## src/rtl/if_fetch_unit_if.sv

```systemverilog
// IF stage bundle: IMem request/response channel, redirect/stall controls and IF/ID outputs.
// master = fetch unit side, slave = environment (IMem + ID stage) side.
interface if_fetch_unit_if;
    logic        ImemReqValidOut;
    logic [31:0] ImemReqAddrOut;
    logic        ImemReqReadyIn;
    logic        ImemRespValidIn;
    logic [31:0] ImemRespDataIn;
    logic        RedirectIn;
    logic [31:0] RedirectAddrIn;
    logic        StallIn;
    logic [31:0] InsOut;
    logic [31:0] AddrOut;
    logic        ValidOut;

    modport master (
        output ImemReqValidOut, ImemReqAddrOut, InsOut, AddrOut, ValidOut,
        input  ImemReqReadyIn, ImemRespValidIn, ImemRespDataIn,
               RedirectIn, RedirectAddrIn, StallIn
    );

    modport slave (
        input  ImemReqValidOut, ImemReqAddrOut, InsOut, AddrOut, ValidOut,
        output ImemReqReadyIn, ImemRespValidIn, ImemRespDataIn,
               RedirectIn, RedirectAddrIn, StallIn
    );
endinterface

```

## src/rtl/if_fetch_unit.sv

```systemverilog
// Instruction fetch: PC, IMem requests, in-order responses into a 2-entry buffer feeding IF/ID.
// Latency: request accepted N, response N+k -> ValidOut at N+k+1; StallIn holds output, fetch stops at 2 credits.
module if_fetch_unit #(
    parameter logic [31:0] RESET_PC  = 32'h0000_0000,
    parameter int          BUF_DEPTH = 2
) (
    input  logic          clkIn,
    input  logic          resetIn,
    if_fetch_unit_if.master fu
);

    logic [31:0] pc_q, pc_d;
    logic [1:0]  inflight_q, inflight_d;
    logic [1:0]  drop_q, drop_d;
    logic [31:0] aq_q [2];
    logic [31:0] aq_d [2];
    logic        aq_wr_q, aq_wr_d;
    logic        aq_rd_q, aq_rd_d;
    logic [31:0] buf_ins_q  [2];
    logic [31:0] buf_ins_d  [2];
    logic [31:0] buf_addr_q [2];
    logic [31:0] buf_addr_d [2];
    logic        hd_q, hd_d;
    logic [1:0]  count_q, count_d;

    logic        resp_fire, pop, keep, req_vld, req_fire, wr_idx;
    logic [2:0]  occ, cap;

    always_comb begin
        resp_fire = fu.ImemRespValidIn && (inflight_q != 2'd0);
        pop       = (count_q != 2'd0) && !fu.StallIn;
        keep      = resp_fire && (drop_q == 2'd0);
        occ       = {1'b0, inflight_q} + {1'b0, count_q};
        // The entry leaving the buffer this cycle frees its credit now, so a
        // zero-wait IMem can sustain one instruction per cycle.
        cap       = 3'(BUF_DEPTH) + {2'b00, pop};
        req_vld   = resetIn && !fu.RedirectIn && (occ < cap);
        req_fire  = req_vld && fu.ImemReqReadyIn;
        wr_idx    = hd_q ^ count_q[0];

        pc_d       = pc_q;
        inflight_d = inflight_q + {1'b0, req_fire} - {1'b0, resp_fire};
        drop_d     = drop_q;
        aq_d       = aq_q;
        aq_wr_d    = aq_wr_q;
        aq_rd_d    = aq_rd_q;
        buf_ins_d  = buf_ins_q;
        buf_addr_d = buf_addr_q;
        hd_d       = hd_q;
        count_d    = count_q + {1'b0, keep} - {1'b0, pop};

        if (req_fire) begin
            pc_d           = pc_q + 32'd4;
            aq_d[aq_wr_q]  = pc_q;
            aq_wr_d        = ~aq_wr_q;
        end
        if (resp_fire) begin
            aq_rd_d = ~aq_rd_q;
            if (drop_q != 2'd0) begin
                drop_d = drop_q - 2'd1;
            end
        end
        if (keep) begin
            buf_ins_d[wr_idx]  = fu.ImemRespDataIn;
            buf_addr_d[wr_idx] = aq_q[aq_rd_q];
        end
        if (pop) begin
            hd_d = ~hd_q;
        end

        // Everything still outstanding after this cycle belongs to the old path.
        if (fu.RedirectIn) begin
            pc_d    = fu.RedirectAddrIn & 32'hFFFF_FFFC;
            count_d = 2'd0;
            hd_d    = 1'b0;
            drop_d  = inflight_q - {1'b0, resp_fire};
        end
    end

    always_ff @(posedge clkIn) begin
        if (!resetIn) begin
            pc_q       <= RESET_PC & 32'hFFFF_FFFC;
            inflight_q <= 2'd0;
            drop_q     <= 2'd0;
            aq_wr_q    <= 1'b0;
            aq_rd_q    <= 1'b0;
            hd_q       <= 1'b0;
            count_q    <= 2'd0;
            for (int i = 0; i < 2; i++) begin
                aq_q[i]       <= 32'd0;
                buf_ins_q[i]  <= 32'd0;
                buf_addr_q[i] <= 32'd0;
            end
        end else begin
            pc_q       <= pc_d;
            inflight_q <= inflight_d;
            drop_q     <= drop_d;
            aq_wr_q    <= aq_wr_d;
            aq_rd_q    <= aq_rd_d;
            hd_q       <= hd_d;
            count_q    <= count_d;
            aq_q       <= aq_d;
            buf_ins_q  <= buf_ins_d;
            buf_addr_q <= buf_addr_d;
        end
    end

    assign fu.ImemReqValidOut = req_vld;
    assign fu.ImemReqAddrOut  = pc_q;
    assign fu.ValidOut        = (count_q != 2'd0);
    assign fu.InsOut          = (count_q != 2'd0) ? buf_ins_q[hd_q]  : 32'd0;
    assign fu.AddrOut         = (count_q != 2'd0) ? buf_addr_q[hd_q] : 32'd0;

endmodule

```

## src/flat_wrapper.sv

```systemverilog
// flat-port wrapper written by rule: the top's interface ports become plain ports
module if_fetch_unit_flat 
#(
    parameter logic [31:0] RESET_PC  = 32'h0000_0000,
    parameter int          BUF_DEPTH = 2
)
  (clkIn, resetIn, fu_ImemReqValidOut, fu_ImemReqAddrOut, fu_InsOut, fu_AddrOut, fu_ValidOut, fu_ImemReqReadyIn, fu_ImemRespValidIn, fu_ImemRespDataIn, fu_RedirectIn, fu_RedirectAddrIn, fu_StallIn);
  if_fetch_unit_if fu_i ();
  input  logic clkIn;
  input  logic resetIn;
  output wire logic [$bits(fu_i.ImemReqValidOut)-1:0] fu_ImemReqValidOut;
  output wire logic [$bits(fu_i.ImemReqAddrOut)-1:0] fu_ImemReqAddrOut;
  output wire logic [$bits(fu_i.InsOut)-1:0] fu_InsOut;
  output wire logic [$bits(fu_i.AddrOut)-1:0] fu_AddrOut;
  output wire logic [$bits(fu_i.ValidOut)-1:0] fu_ValidOut;
  input wire logic [$bits(fu_i.ImemReqReadyIn)-1:0] fu_ImemReqReadyIn;
  input wire logic [$bits(fu_i.ImemRespValidIn)-1:0] fu_ImemRespValidIn;
  input wire logic [$bits(fu_i.ImemRespDataIn)-1:0] fu_ImemRespDataIn;
  input wire logic [$bits(fu_i.RedirectIn)-1:0] fu_RedirectIn;
  input wire logic [$bits(fu_i.RedirectAddrIn)-1:0] fu_RedirectAddrIn;
  input wire logic [$bits(fu_i.StallIn)-1:0] fu_StallIn;
  assign fu_ImemReqValidOut = fu_i.ImemReqValidOut;
  assign fu_ImemReqAddrOut = fu_i.ImemReqAddrOut;
  assign fu_InsOut = fu_i.InsOut;
  assign fu_AddrOut = fu_i.AddrOut;
  assign fu_ValidOut = fu_i.ValidOut;
  assign fu_i.ImemReqReadyIn = fu_ImemReqReadyIn;
  assign fu_i.ImemRespValidIn = fu_ImemRespValidIn;
  assign fu_i.ImemRespDataIn = fu_ImemRespDataIn;
  assign fu_i.RedirectIn = fu_RedirectIn;
  assign fu_i.RedirectAddrIn = fu_RedirectAddrIn;
  assign fu_i.StallIn = fu_StallIn;
  if_fetch_unit #(.RESET_PC(RESET_PC), .BUF_DEPTH(BUF_DEPTH)) u_core (.clkIn(clkIn), .resetIn(resetIn), .fu(fu_i));
endmodule
```

## config.mk

```make
export PLATFORM = sky130hd
export DESIGN_NAME = if_fetch_unit_flat
export DESIGN_NICKNAME = d
export VERILOG_FILES = /design/src/rtl/if_fetch_unit_if.sv /design/src/rtl/if_fetch_unit.sv /design/src/flat_wrapper.sv
export SDC_FILE = /design/constraint.sdc
export NUM_CORES = 1
export LEC_CHECK = 0
export CAP_MARGIN = 10
export CORE_MARGIN = 5
export CORE_UTILIZATION = 45
export DETAILED_ROUTE_END_ITERATION = 16
export PLACE_DENSITY_LB_ADDON = 0.3
export SYNTH_ARGS = -nofsm -noshare
export SYNTH_HDL_FRONTEND = slang
export SYNTH_SLANG_ARGS = --single-unit
```

## constraint.sdc

```tcl
create_clock -name clkIn -period 3.2 [get_ports clkIn]
set_input_delay 0.64 -clock clkIn [delete_from_list [all_inputs] [get_ports clkIn]]
set_output_delay 0.64 -clock clkIn [all_outputs]
set_load 0.005 [all_outputs]
```

==> summary by stage, run 1 <==
Final layout
Once layout is done, the placed cells without fillers occupy approximately 0.012 sq mm. Measured on the finished design, the core utilization comes to 0.5745. The final cell count without fillers is 1624.

The number of antenna cells inserted is 0. For this run, the post-layout net count is approximately 1400. Counting the fill cells in the layout gives between 1500 and 2000. Of the cells placed in the final design, the portion with a size suffix greater than 1 is 0.05655. Relative to the synthesized area, the layout overhead comes to 26.55%.

Power and ir drop
The worst-case IR drop observed on VDD is between 0.3 and 0.4 mV. The total power density per cell area is 574.2 mW/mm^2. Power comes to 7.133 mW. The leakage power summed over all cells is 3.877 nW.

Logic synthesis
The post-synth design cell area is 0.009816 sq mm. The number of flops mapped to enable cells by yosys is 0. For this run, the number of Yosys warnings is 0. The unique cell type count in the Yosys netlist is between 50 and 60. The count of mapped cells out of synthesis is 1217. In this run, synthesis produced a sequential element count of between 200 and 250. The most used flip-flop cell after synthesis is sky130_fd_sc_hd__dfxtp_1. The async set-or-reset flop fraction in the synthesized netlist is 0. The mean instance size in the synthesized netlist is between 8 and 9 sq um.

For this run, the register share of the synthesized area comes to 0.4548.

Place
The congestion estimate from routability-driven global placement came to around 0.9. The placed instances occupy a cell area of about 0.012 sq mm. Timing analysis after detailed placement gives a worst setup slack of 0.3121 ns. Port buffering added ~160 buffers. Once placement completed, the tool counted placed cells totaling about 1600. The HPWL after detailed placement is roughly 17000 um.

Route
In the final routing, the length of wire on met1 measures 11750 um. In this run, the number of DRC markers left after iteration 0 of detailed routing was approximately 500. The detailed-route wire length per cell is 16.06 um. The total met2 wirelength after detailed routing is approximately 12000 um. Once detail routing completed, the nets flagged for antenna violations numbered 0. The remaining routing DRC violations is 0. The detailed router placed a little under 9000 vias in this run. Before antenna repair, the detailed router went through 5 iterations.

The met3 wirelength from detailed routing is between 2000 and 2500 um. The routed via count divided by cell count is roughly 5.4. The detailed-route wire length is 26080 um.

The highest routed metal layer is met4.

Critical path
The critical path is of the flip-flop to output pin type. The setup slack on the worst flop-to-flop path is 0.61 ns. The critical path endpoint category is an output pin. The largest driver fanout on the critical path is 17. The largest stage delay on the critical path is 0.51 ns. STA puts the critical path data required time at ~2.6 ns. The endpoint arrival time on the critical path is about 2.3 ns. The worst-case reg-to-reg path depth is 7. The critical path's slowest cell is sky130_fd_sc_hd__nor2_4. Walking the worst path, the cells encountered are nor2_4, buf_4, nor2_1, clkdlybuf4s50_1. The worst register-to-register path begins at u_core.count_q[0].

The endpoint of the worst register-to-register path is u_core.fu.ImemReqAddrOut[10]. The critical path startpoint category is a flip-flop.

STA
Headroom to the max-slew limit came out at 0.3899. Setup violations remaining at the end of the flow were counted as 0. The number of endpoints with negative hold slack in the final report came to 0. Setup repair after global routing left no endpoint under its margin. The smallest setup slack after layout is 0.2578 ns. The setup TNS after final layout is 0 ns. The tightest hold path in the finished design has a slack of between 0.4 and 0.5 ns. For the pin with the worst max-slew slack, the measured transition is 0.9141 ns. Dividing the final minimum period by the clock period gives 0.9194.

The setup skew after layout is 0.01112 ns. For the finished layout, the period the worst path requires is between 2 and 3 ns. The timing-limited maximum frequency is between 0.3 and 0.4 GHz.

The final max-slew violation count is 0.

CTS
The total CTS buffers is 24. CTS built an H-tree with a depth of 1. Clock-pin slew was measured on the worst setup and hold paths at about 0.060 ns. The tree is rooted in a sky130_fd_sc_hd__clkbuf_16.

The clock passes through at most 3 buffers. Buffers inserted to repair hold after CTS numbered 0. The clock tree from TritonCTS is done. At the later pin of the worst-skew pair, clock insertion delay measures roughly 0.5 ns. The total number of clock tree sinks is about 220.

GRT
The via count of the first global-routing pass is between 8000 and 9000. Entering global routing, the biggest net connects about 110 pins. The first global-routing pass estimated slightly above 40000 um of wire. For this run, the total global-route usage over all layers was measured as 0.2001. Global routing finished with a remaining overflow of 0.

The initial antenna violation count is 0.

Floorplanning
The floorplan has 54 rows. The chip height is ~160 um. The floorplan step defined a die boundary enclosing around 0.025 sq mm. The core box area is 0.02162 sq mm. between 150 and 200 I/O pins were placed. The initial utilization of the core area, before any placement, comes to 0.4540. The floorplan step set the die width to approximately 160 um.

Worst hold path
The path class of the tightest hold or removal check is flip-flop to flip-flop. The launch instance of the worst min-delay path is u_core.buf_ins_q[28]. The worst hold path terminates at u_core.buf_ins_q[28]. The worst hold path stage count is 2.

Flow run
The reported max-cap violation count is 0.

Run status
The flow ran to the end, and the final reports show no timing, DRC or antenna violations.
==> synthesized netlist by cell type, drive strengths merged (2+ instances only) <==
cell type,instances,area (sq um)
mux2,2,22.52
or4,4,30.03
nor4,4,25.02
nor2b,2,12.51
o21ai,13,65.06
o22ai,3,18.77
buf,45,232.7
a2bb2oi,2,17.52
nand2,293,1107
ha,6,75.07
nand3,23,127.6
xnor2,7,61.31
a211oi,61,457.9
nor3,6,30.03
xor2,4,35.03
mux2i,92,920.9
o21a,2,15.01
and3,8,50.05
inv,9,33.78
nand4,7,58.81
and4,3,26.28
or3,11,73.82
and2,4,25.02
o311ai,3,26.28
o311a,3,30.03
nor3b,2,15.01
nor2,137,514.2
clkbuf,58,220.2
dfxtp,223,4464
o211ai,10,75.07
a31oi,12,75.07
a21oi,142,710.7
==> power by group <==
group | total, mW | internal [mW] | switching (mW)
clock network | 2.69 | 1.60 | 1.09
registers | 3.16 | 3.00 | 0.166
logic | 1.28 | 0.549 | 0.730
==> worst max-delay path, delay by kind of cell, from the launching register on <==
family | cells | cell delay (ns)
buffers and inverters | 2 | 0.81
flip-flops | 1 | 0.40
AND/OR/NAND/NOR | 2 | 0.58
==> repair_timing <==
item	in CTS	in global routing
cloned	0	1
gates resized for setup	3	2
buffers inserted	0	0
endpoints found under the setup margin	18	25
pin swaps	1	1
==> sequential cells by signal, summed over array words and instances (netlist names) <==
name                      flops
u_core.fu.ImemReqAddrOut     30
u_core.aq_rd_q                1
u_core.aq_wr_q                1
u_core.buf_addr_q            60
u_core.buf_ins_q             64
u_core.drop_q                 2
u_core.count_q                2
u_core.hd_q                   1
u_core.inflight_q             2
u_core.aq_q                  60
==> layer usage <==
| layer | vias up | global-route usage |
|---|---|---|
| li1 | 4386 | - |
| met1 | 4025 | 0.2822 |
| met2 | 328 | 0.3245 |
| met3 | 28 | 0.03718 |
| met4 | 0 | 0.03728 |
| met5 | - | 0 |
==> worst max path at each step <==
stage                            from                           end  cells past startpoint
global placement           fu_StallIn            fu_ImemReqValidOut                      4
global route        u_core.count_q[1]                 fu_AddrOut[2]                      4
detailed placement         fu_StallIn            fu_ImemReqValidOut                      4
finish              u_core.count_q[1]                 fu_AddrOut[6]                      4
floorplan           u_core.count_q[0]  u_core.fu.ImemReqAddrOut[11]                      8
CTS                 u_core.count_q[1]                fu_AddrOut[22]                      4
==> cells by family after synthesis <==
group	count (synthesis)	synth area share
compound gates	260	0.1614
xor+xnor	11	0.009815
fa+ha+maj	7	0.009688
buf+inv	113	0.04997
flops	223	0.4548
mux	94	0.09611
other cells	1	0.0003820
simple gates	508	0.2178
==> layout by cell type (no fill, tap or decap), types with 6 or more instances in the layout <==
cell                              netlist  final
sky130_fd_sc_hd__buf_4                  6     15
sky130_fd_sc_hd__dfxtp_1              223    221
sky130_fd_sc_hd__nand2_1              292    292
sky130_fd_sc_hd__a31oi_1               12     12
sky130_fd_sc_hd__clkdlybuf4s50_1        0    160
sky130_fd_sc_hd__a211oi_1              61     61
sky130_fd_sc_hd__ha_1                   6      6
sky130_fd_sc_hd__inv_1                  9      8
sky130_fd_sc_hd__buf_12                 0      7
sky130_fd_sc_hd__clkbuf_16              0     25
sky130_fd_sc_hd__o211ai_1              10     10
sky130_fd_sc_hd__or3_1                 10     10
sky130_fd_sc_hd__o21ai_0               13     13
sky130_fd_sc_hd__nand4_1                6      6
sky130_fd_sc_hd__nor2_1               137    134
sky130_fd_sc_hd__a21oi_1              142    142
sky130_fd_sc_hd__nand3_1               22     22
sky130_fd_sc_hd__xnor2_1                7      7
sky130_fd_sc_hd__mux2i_1               92     92
sky130_fd_sc_hd__and3_1                 8      8
sky130_fd_sc_hd__clkbuf_1              56      7
==> area by class of cell <==
cell class | count | area (sq um) | share of cell area
Clock buffer | 36 | 706.9 | 0.05691
Clock inverter | 6 | 61.31 | 0.004936
Inverter | 10 | 42.54 | 0.003425
Multi-Input combinational cell | 885 | 4911 | 0.3953
Sequential cell | 223 | 4472 | 0.3600
Tap cell | 280 | 350.3 | 0.02820
Timing Repair Buffer | 184 | 1878 | 0.1512
Power figures use the tool's default switching activity.
==> run 2, diff against run 1 <==
--- a/config.mk
+++ b/config.mk
@@ -6,8 +6,9 @@
 export NUM_CORES = 1
 export LEC_CHECK = 0
 export CAP_MARGIN = 10
-export CORE_MARGIN = 5
+export CORE_MARGIN = 1
 export CORE_UTILIZATION = 45
+export CTS_CLUSTER_DIAMETER = 40
 export DETAILED_ROUTE_END_ITERATION = 16
 export PLACE_DENSITY_LB_ADDON = 0.3
 export SYNTH_ARGS = -nofsm -noshare
==> run 2 against run 1 <==
Effect of this change: clock power up 29%; setup slack worse by 0.19 ns; global-route usage up 1.7 points; combinational power about the same; design area up 2.1%; critical path type unchanged.
==> summary by stage, run 2 (synthesis results as in run 1) <==
Run status
The run finished with clean final reports.

Route
The detailed-route wire length is 24710 um. The number of routed nets with antenna violations is 0. The pre-antenna-repair detailed-routing pass consisted of 4 iterations. The routed via count divided by cell count is about 5.3. The total via count after detailed routing is between 8000 and 9000. The detailed-route wire length per cell is roughly 15 um. For this block, the initial DRC count from the detailed router was 499.

In the routed design, unresolved DRC markers number 0.

Worst hold path
The worst hold path stage count is 2. The classification of the worst-slack hold path is flip-flop to flip-flop. The sink of the worst hold path is u_core.buf_ins_q[60]. The launch instance of the worst min-delay path is u_core.buf_ins_q[60].

GRT
For this run, the total global-route usage over all layers was measured as 0.2173. The overall overflow remaining after global route is 0. The largest net degree at the start of global routing is 94. For met1 alone, demand over resource in global routing was 0.3076.

The met2 track utilization from global routing is 0.3456. The global routing stage identified its most utilized layer as met2. The via count of the first global-routing pass is 7855.

The first global-routing pass estimated 39960 um of wire. For this run, global-route usage on met3 was measured as 0.02988. The initial antenna violation count came to 0.

Flow run
The reported max-cap violation count is 0.

STA
The smallest setup slack after layout is roughly 0.064 ns. The setup TNS after final layout is 0 ns. The number of endpoints with negative hold slack in the final report was 0.

Setup violations remaining at the end of the flow were counted as 0. Of the available clock period, the critical path in the final layout requires 0.9801. Derived from the worst setup path, the maximum achievable clock frequency is around 0.32 GHz. The tightest slew margin relative to the limit is 0.5955.

The worst path needs ~3.1 ns of the cycle, external delays included. The final max-slew violation count is 0. Across the routed clock network, the largest skew measured is 0.02198 ns.

At the pin with the least slew margin, the transition time is 0.6068 ns. Setup repair after global routing left no endpoint under its margin. On the final layout, the worst hold slack is between 0.4 and 0.5 ns.

Final layout
In the final layout, the multi-input gates occupy 0.004907 sq mm. The register name with the most flops is u_core.buf_ins_q. The library cells used most frequently in the layout, excluding fill and tap cells, are sky130_fd_sc_hd__nand2_1 (292), sky130_fd_sc_hd__dfxtp_1 (221), sky130_fd_sc_hd__clkdlybuf4s50_1 (161). The flip-flop count of the largest register after layout is 64. Of the cells placed in the final design, the portion with a size suffix greater than 1 is 0.06996. The footprint of the flip-flops and latches is ~0.0045 sq mm. The number of antenna cells inserted is 0. Compared with the post-synthesis result, the final layout area differs by 29.15%. For this run, the post-layout net count is roughly 1400. The library cell used most frequently in the layout, excluding fill and tap cells, is sky130_fd_sc_hd__nand2_1. The number of fill cells in the layout is 1893.

The largest registers in the layout are u_core.buf_ins_q x64, u_core.aq_q x60, u_core.buf_addr_q x60.

Critical path
The critical path endpoint category is an output pin. The critical path startpoint category is a flip-flop. The critical path class is flip-flop to output pin.

The endpoint of the worst register-to-register path is u_core.fu.ImemReqAddrOut[10]. STA puts the critical path data required time at approximately 2.6 ns. The worst-case reg-to-reg path depth is 8. Along the worst path, the maximum fanout reaches 5. The startpoint identified for the worst register-to-register timing path is u_core.count_q[0]. Setup slack on the worst reg-to-reg path comes out at 0.73 ns. STA puts the critical path data arrival time at about 2.5 ns.

Power and ir drop
The share of total power dissipated in sequential elements is 0.401. Summed over all nets, the switching power comes to ~2.2 mW. The share of total power dissipated in the clock network is 0.438.

Of the total power, combinational logic draws 0.160. Across the VDD grid, the largest voltage drop is slightly below 0.4 mV. Power spread over the standard cell area amounts to 621.7 mW/mm^2. For this design the static power due to leakage is around 4 nW. Of the total power, the share spent switching nets is 0.2780. The internal portion of the total power is roughly 5.7 mW.

CTS
The H-tree level count is 1. TritonCTS built the clock tree. The total CTS buffers is 31.

The tree built by TritonCTS fans out to around 220 sinks. The maximum buffer depth of the clock tree is 3. The clock network latency to the later pin of the worst-skew pair is between 0.5 and 0.6 ns. The cell at the root of the clock tree is sky130_fd_sc_hd__clkbuf_16. After clock tree synthesis, the clock-pin slew on the worst setup and hold paths is 0.06 ns.

Place
Timing analysis after detailed placement gives a worst setup slack of roughly 0.31 ns. At the end of routability-driven placement, the weighted congestion stood at 0.7849. The HPWL after detailed placement is 15540 um. The count of input and output buffers is ~160.

Floorplanning
The total die area is ~0.022 sq mm. The core box area is between 0.02 and 0.025 sq mm. The placement row count is 53. During I/O placement, the number of pins put on the boundary was around 170. The floorplan step set the die width to around 150 um. The initial utilization of the core area, before any placement, comes to 0.4626. The chip height is 149.7 um.
run 2: cell types whose count changed in the layout (fill, tap and decap cells not counted), moves of 2 or more:
cell,before,now
sky130_fd_sc_hd__clkbuf_16,25,31
sky130_fd_sc_hd__inv_6,1,6
sky130_fd_sc_hd__clkbuf_1,7,3
sky130_fd_sc_hd__clkinvlp_4,1,5
sky130_fd_sc_hd__bufinv_16,1,4
sky130_fd_sc_hd__clkbuf_8,4,1
sky130_fd_sc_hd__clkinv_4,1,4
sky130_fd_sc_hd__clkinv_2,3,5
run 2: area by class of cell:
| type | instances | area share |
|---|---|---|
| Clock buffer | 35 | 0.06317 |
| Clock inverter | 23 | 0.02063 |
| Inverter | 10 | 0.003356 |
| Multi-Input combinational cell | 884 | 0.3871 |
| Sequential cell | 223 | 0.3525 |
| Tap cell | 275 | 0.02714 |
| Timing Repair Buffer | 183 | 0.1461 |
run 2: per-stage QoR:
| stage | util | total power [mW] | cells | instance area, sq um |
|---|---|---|---|---|
| after detailed placement | 0.5469 | 4.481 | 1575 | 11610 |
| after global routing | 0.5974 | 8.227 | 1633 | 12680 |
| after global placement | 0.5469 | 4.455 | 1575 | 11610 |
| after CTS | 0.5973 | 7.942 | 1633 | 12670 |
| after floorplan | - | 4.056 | 1220 | 9827 |
| final | 0.5974 | 7.881 | 1633 | 12680 |
run 2: what timing repair did:
| item | 4_1_cts | 5_1_grt |
|---|---|---|
| endpoints found under the setup margin | 1 | 1 |
| gates resized for setup | 2 | 1 |
| hold buffers | 0 | 0 |
| buffers inserted | 0 | 0 |
run 2: power groups by stage:
| stage | clock network [mW] | registers (mW) | logic, mW |
|---|---|---|---|
| detailed placement | 0 | 3.22 | 1.26 |
| global route | 3.62 | 3.19 | 1.41 |
| floorplan | 0 | 3.16 | 0.892 |
| finish | 3.46 | 3.16 | 1.26 |
| CTS | 3.51 | 3.16 | 1.28 |
| global placement | 0 | 3.21 | 1.25 |
run 2: per-layer routing:
metal | up-vias | share of wire | routed length (um)
met4 | 0 | 0.015 | 376
met1 | 3993 | 0.48 | 11850
met3 | 30 | 0.058 | 1433
li1 | 4403 | - | -
met2 | 264 | 0.45 | 11040
met5 | - | 0 | 0
run 2: worst max path at each step:
| stage | start | endpoint | slack (ns) |
|---|---|---|---|
| 6_report | u_core.count_q[0] | fu_ImemReqValidOut | 0.06 |
| 5_1_grt | u_core.count_q[0] | fu_ImemReqValidOut | 0.01 |
| 3_3_place_gp | fu_StallIn | fu_ImemReqValidOut | 0.28 |
| 2_1_floorplan | u_core.count_q[0] | u_core.fu.ImemReqAddrOut[11] | 0.98 |
| 4_1_cts | u_core.count_q[0] | fu_ImemReqValidOut | 0.04 |
| 3_5_place_dp | fu_StallIn | fu_ImemReqValidOut | 0.31 |
run 2: critical path, cell delays in order (launching register included):
cell and delay (ns):
sky130_fd_sc_hd__dfxtp_2 0.40, sky130_fd_sc_hd__ha_1 0.18, sky130_fd_sc_hd__fa_2 0.47, sky130_fd_sc_hd__o31a_1 0.17, sky130_fd_sc_hd__nor3_2 0.20, sky130_fd_sc_hd__clkdlybuf4s50_1 0.53
==> run 3, diff against run 2 <==
--- a/config.mk
+++ b/config.mk
@@ -7,7 +7,7 @@
 export LEC_CHECK = 0
 export CAP_MARGIN = 10
 export CORE_MARGIN = 1
-export CORE_UTILIZATION = 45
+export CORE_UTILIZATION = 50
 export CTS_CLUSTER_DIAMETER = 40
 export DETAILED_ROUTE_END_ITERATION = 16
 export PLACE_DENSITY_LB_ADDON = 0.3
==> run 3 against run 2 <==
Effect of this change: worst hold slack about the same; critical path depth unchanged; wire length decreased by 1.4%; combinational power about the same; via count increased by 1.3%; first-iteration DRC count decreased by 1.0%; clock-buffer cell count increased by 1; critical path type unchanged; largest cell class unchanged.
==> summary by stage, run 3 (synthesis results as in run 1) <==
Run status
The flow ran to the end, and the final reports show no timing, DRC or antenna violations.

STA
The smallest clock period supported by the final layout is computed as 3.112 ns. The number of endpoints with negative hold slack in the final report was 0. Across the routed clock network, the largest skew measured is 0.01067 ns.

Setup violations remaining at the end of the flow were counted as 0. The tightest slew margin relative to the limit is 0.6032. At the pin with the least slew margin, the transition time is between 0.5 and 0.6 ns. Setup repair after global routing left no endpoint under its margin. For the final routed database, the setup TNS stands at 0 ns. The final max-slew violation count is 0. The smallest setup slack after layout is 0.08848 ns. The timing-limited maximum frequency is approximately 0.32 GHz. Dividing the final minimum period by the clock period gives 0.9723.

GRT
Across every metal layer, demand over resource in global routing totals 0.2404. The via count of the first global-routing pass is approximately 8000. The initial antenna violation count was 0. The overall overflow remaining after global route is 0. The wire length of the first global-routing pass is 39850 um.

Entering global routing, the biggest net connects roughly 110 pins.

Final layout
Once layout is complete, the utilization of the core stands at 0.6630. In the final layout, the registers with the most flip-flops are u_core.buf_ins_q x64, u_core.aq_q x60, u_core.buf_addr_q x60. Counting the fill cells in the layout gives between 1500 and 2000.

The flip-flop count of the largest register after layout is 64. Of the cells placed in the final design, the portion with a size suffix greater than 1 is 0.06726. The library cell used most frequently in the layout, excluding fill and tap cells, is sky130_fd_sc_hd__nand2_1. The footprint of the multi-input gates is 0.004907 sq mm.

From synthesis to final layout, the design area changed by 28.03%. Registers take between 0.004 and 0.005 sq mm. The top cell types in the final layout, fill and taps aside, are sky130_fd_sc_hd__nand2_1 (292), sky130_fd_sc_hd__dfxtp_1 (221), sky130_fd_sc_hd__clkdlybuf4s50_1 (161). The total number of nets in the final design is about 1400. u_core.buf_ins_q holds more flip-flops than any other register. The number of antenna cells inserted is 0.

Route
The total via count after detailed routing is 8803. The first routing iteration left 494 violations. The pre-antenna-repair detailed-routing pass consisted of 5 iterations. The count of nets left with antenna violations once routing finished came out at 0. In the final routed layout, each cell accounts on average for around 15 um. The remaining routing DRC violations is 0. The detailed-route wire length is between 20000 and 25000 um. Dividing the detail-routed via count by the number of cells gives 5.458.

CTS
The root buffer cell chosen for the clock tree is sky130_fd_sc_hd__clkbuf_16. For this design, the sink count on the clock tree is about 220. The later pin in the worst-skew pair is clocked with a latency of 0.53 ns. The longest clock path from root to sink contains 3 buffers. Clock tree synthesis inserted a total of 31 buffers. In this run the number of H-tree levels came out at 1. TritonCTS built the clock tree. In this run, post-CTS hold repair placed 0 buffers.

The clock transition at the registers of the reported paths is around 0.05 ns.

Power and ir drop
In this run the power density over the cells is a little over 600 mW/mm^2. The design draws 7.607 mW. The maximum VDD drop is 0.4081 mV. The leakage power summed over all cells is 3.951 nW.

Floorplanning
The initial core utilization is 0.5178. Measured along the x axis, the die boundary spans 142.1 um. The die covers 0.02020 sq mm.

The placement row count is 50. 168 I/O pins were placed. The floorplan step set the die height to 142.1 um. The core box area is around 0.019 sq mm.

Place
The congestion estimate from routability-driven global placement came to 0.8237. During placement, the flow inserted port buffers numbering between 150 and 200. The worst setup slack before clock tree synthesis is 0.3129 ns. The HPWL after detailed placement is roughly 15000 um.

Critical path
STA classifies the critical path endpoint as an output pin. At the worst endpoint, the arrival time is between 2 and 2.5 ns. The number of buffers and inverters on the critical path is 1.

The largest stage delay on the critical path is between 0.5 and 0.6 ns. For the worst setup path, the data required time is 2.56 ns. STA classifies the critical path startpoint as a flip-flop. The largest individual stage delay along the critical path comes from the cell sky130_fd_sc_hd__clkdlybuf4s50_1. The kind of cell with the highest combined delay along the critical path is adder cells. The largest driver fanout on the critical path is 5. The setup path with the least slack is of type flip-flop to output pin. The critical path goes through ha_1, fa_2, o31a_1, nor3_2, clkdlybuf4s50_1.

Worst hold path
The classification of the worst-slack hold path is flip-flop to flip-flop.

Flow run
The reported max-cap violation count is 0.
-- run 3: changes by cell type in the layout (fill, tap and decap cells not counted), sizes merged --
cell / change
clkinvlp: -1
clkinv: -3
bufinv: -3
clkbuf: +1
buf: +1
-- run 3: layout make-up --
class                           count  share of cell area
Sequential cell                   223              0.3558
Clock buffer                       36             0.06561
Tap cell                          260             0.02589
Inverter                           10            0.003385
Timing Repair Buffer              184              0.1470
Multi-Input combinational cell    884              0.3905
Clock inverter                     16             0.01185
-- run 3: worst paths after layout --
| path | startpoint | endpoint | slack [ns] | depth (start not counted) |
|---|---|---|---|---|
| setup / recovery | u_core.count_q[0] | fu_ImemReqValidOut | 0.09 | 5 |
| hold / removal | u_core.buf_ins_q[20] | u_core.buf_ins_q[20] | 0.45 | 2 |
| setup reg to reg | u_core.count_q[0] | u_core.aq_q[44] | 0.83 | 8 |
| hold reg to reg | u_core.buf_ins_q[20] | u_core.buf_ins_q[20] | 0.45 | 2 |
-- run 3: what timing repair did --
item,4_1_cts,5_1_grt
cloned,0,0
endpoints found under the setup margin,1,1
setup buffers,0,0
resized for setup,2,2
-- run 3: worst register-to-register path: cells and delay by family, from the launching register on --
| family | cells | cell delay (ns) |
|---|---|---|
| fa+ha+maj | 2 | 0.79 |
| buf+inv | 2 | 0.53 |
| flops | 1 | 0.37 |
| compound gates | 2 | 0.33 |
| simple gates | 2 | 0.28 |
-- run 3: metrics by stage --
| step | hold WS, ns | cells | cell area [sq um] |
|---|---|---|---|
| finish | 0.4522 | 1613 | 12570 |
| global route | 0.4670 | 1613 | 12570 |
| CTS | 0.4538 | 1613 | 12560 |
| detailed placement | 0.4463 | 1561 | 11580 |
| global placement | 0.4407 | 1561 | 11580 |
| floorplan | 0.4357 | 1220 | 9827 |
-- run 3: power by group --
| part | switching [mW] | internal [mW] | total [mW] |
|---|---|---|---|
| clock network | 1.24 | 1.93 | 3.17 |
| registers | 0.165 | 3.00 | 3.16 |
| logic | 0.725 | 0.544 | 1.27 |
-- run 3: routing by layer --
layer,GRT usage,part of all wire,vias to the layer above
met4,0.06112,0.017,0
met2,0.3885,0.45,292
met5,0,0,-
li1,-,-,4409
met3,0.03668,0.061,35
met1,0.3343,0.47,4067
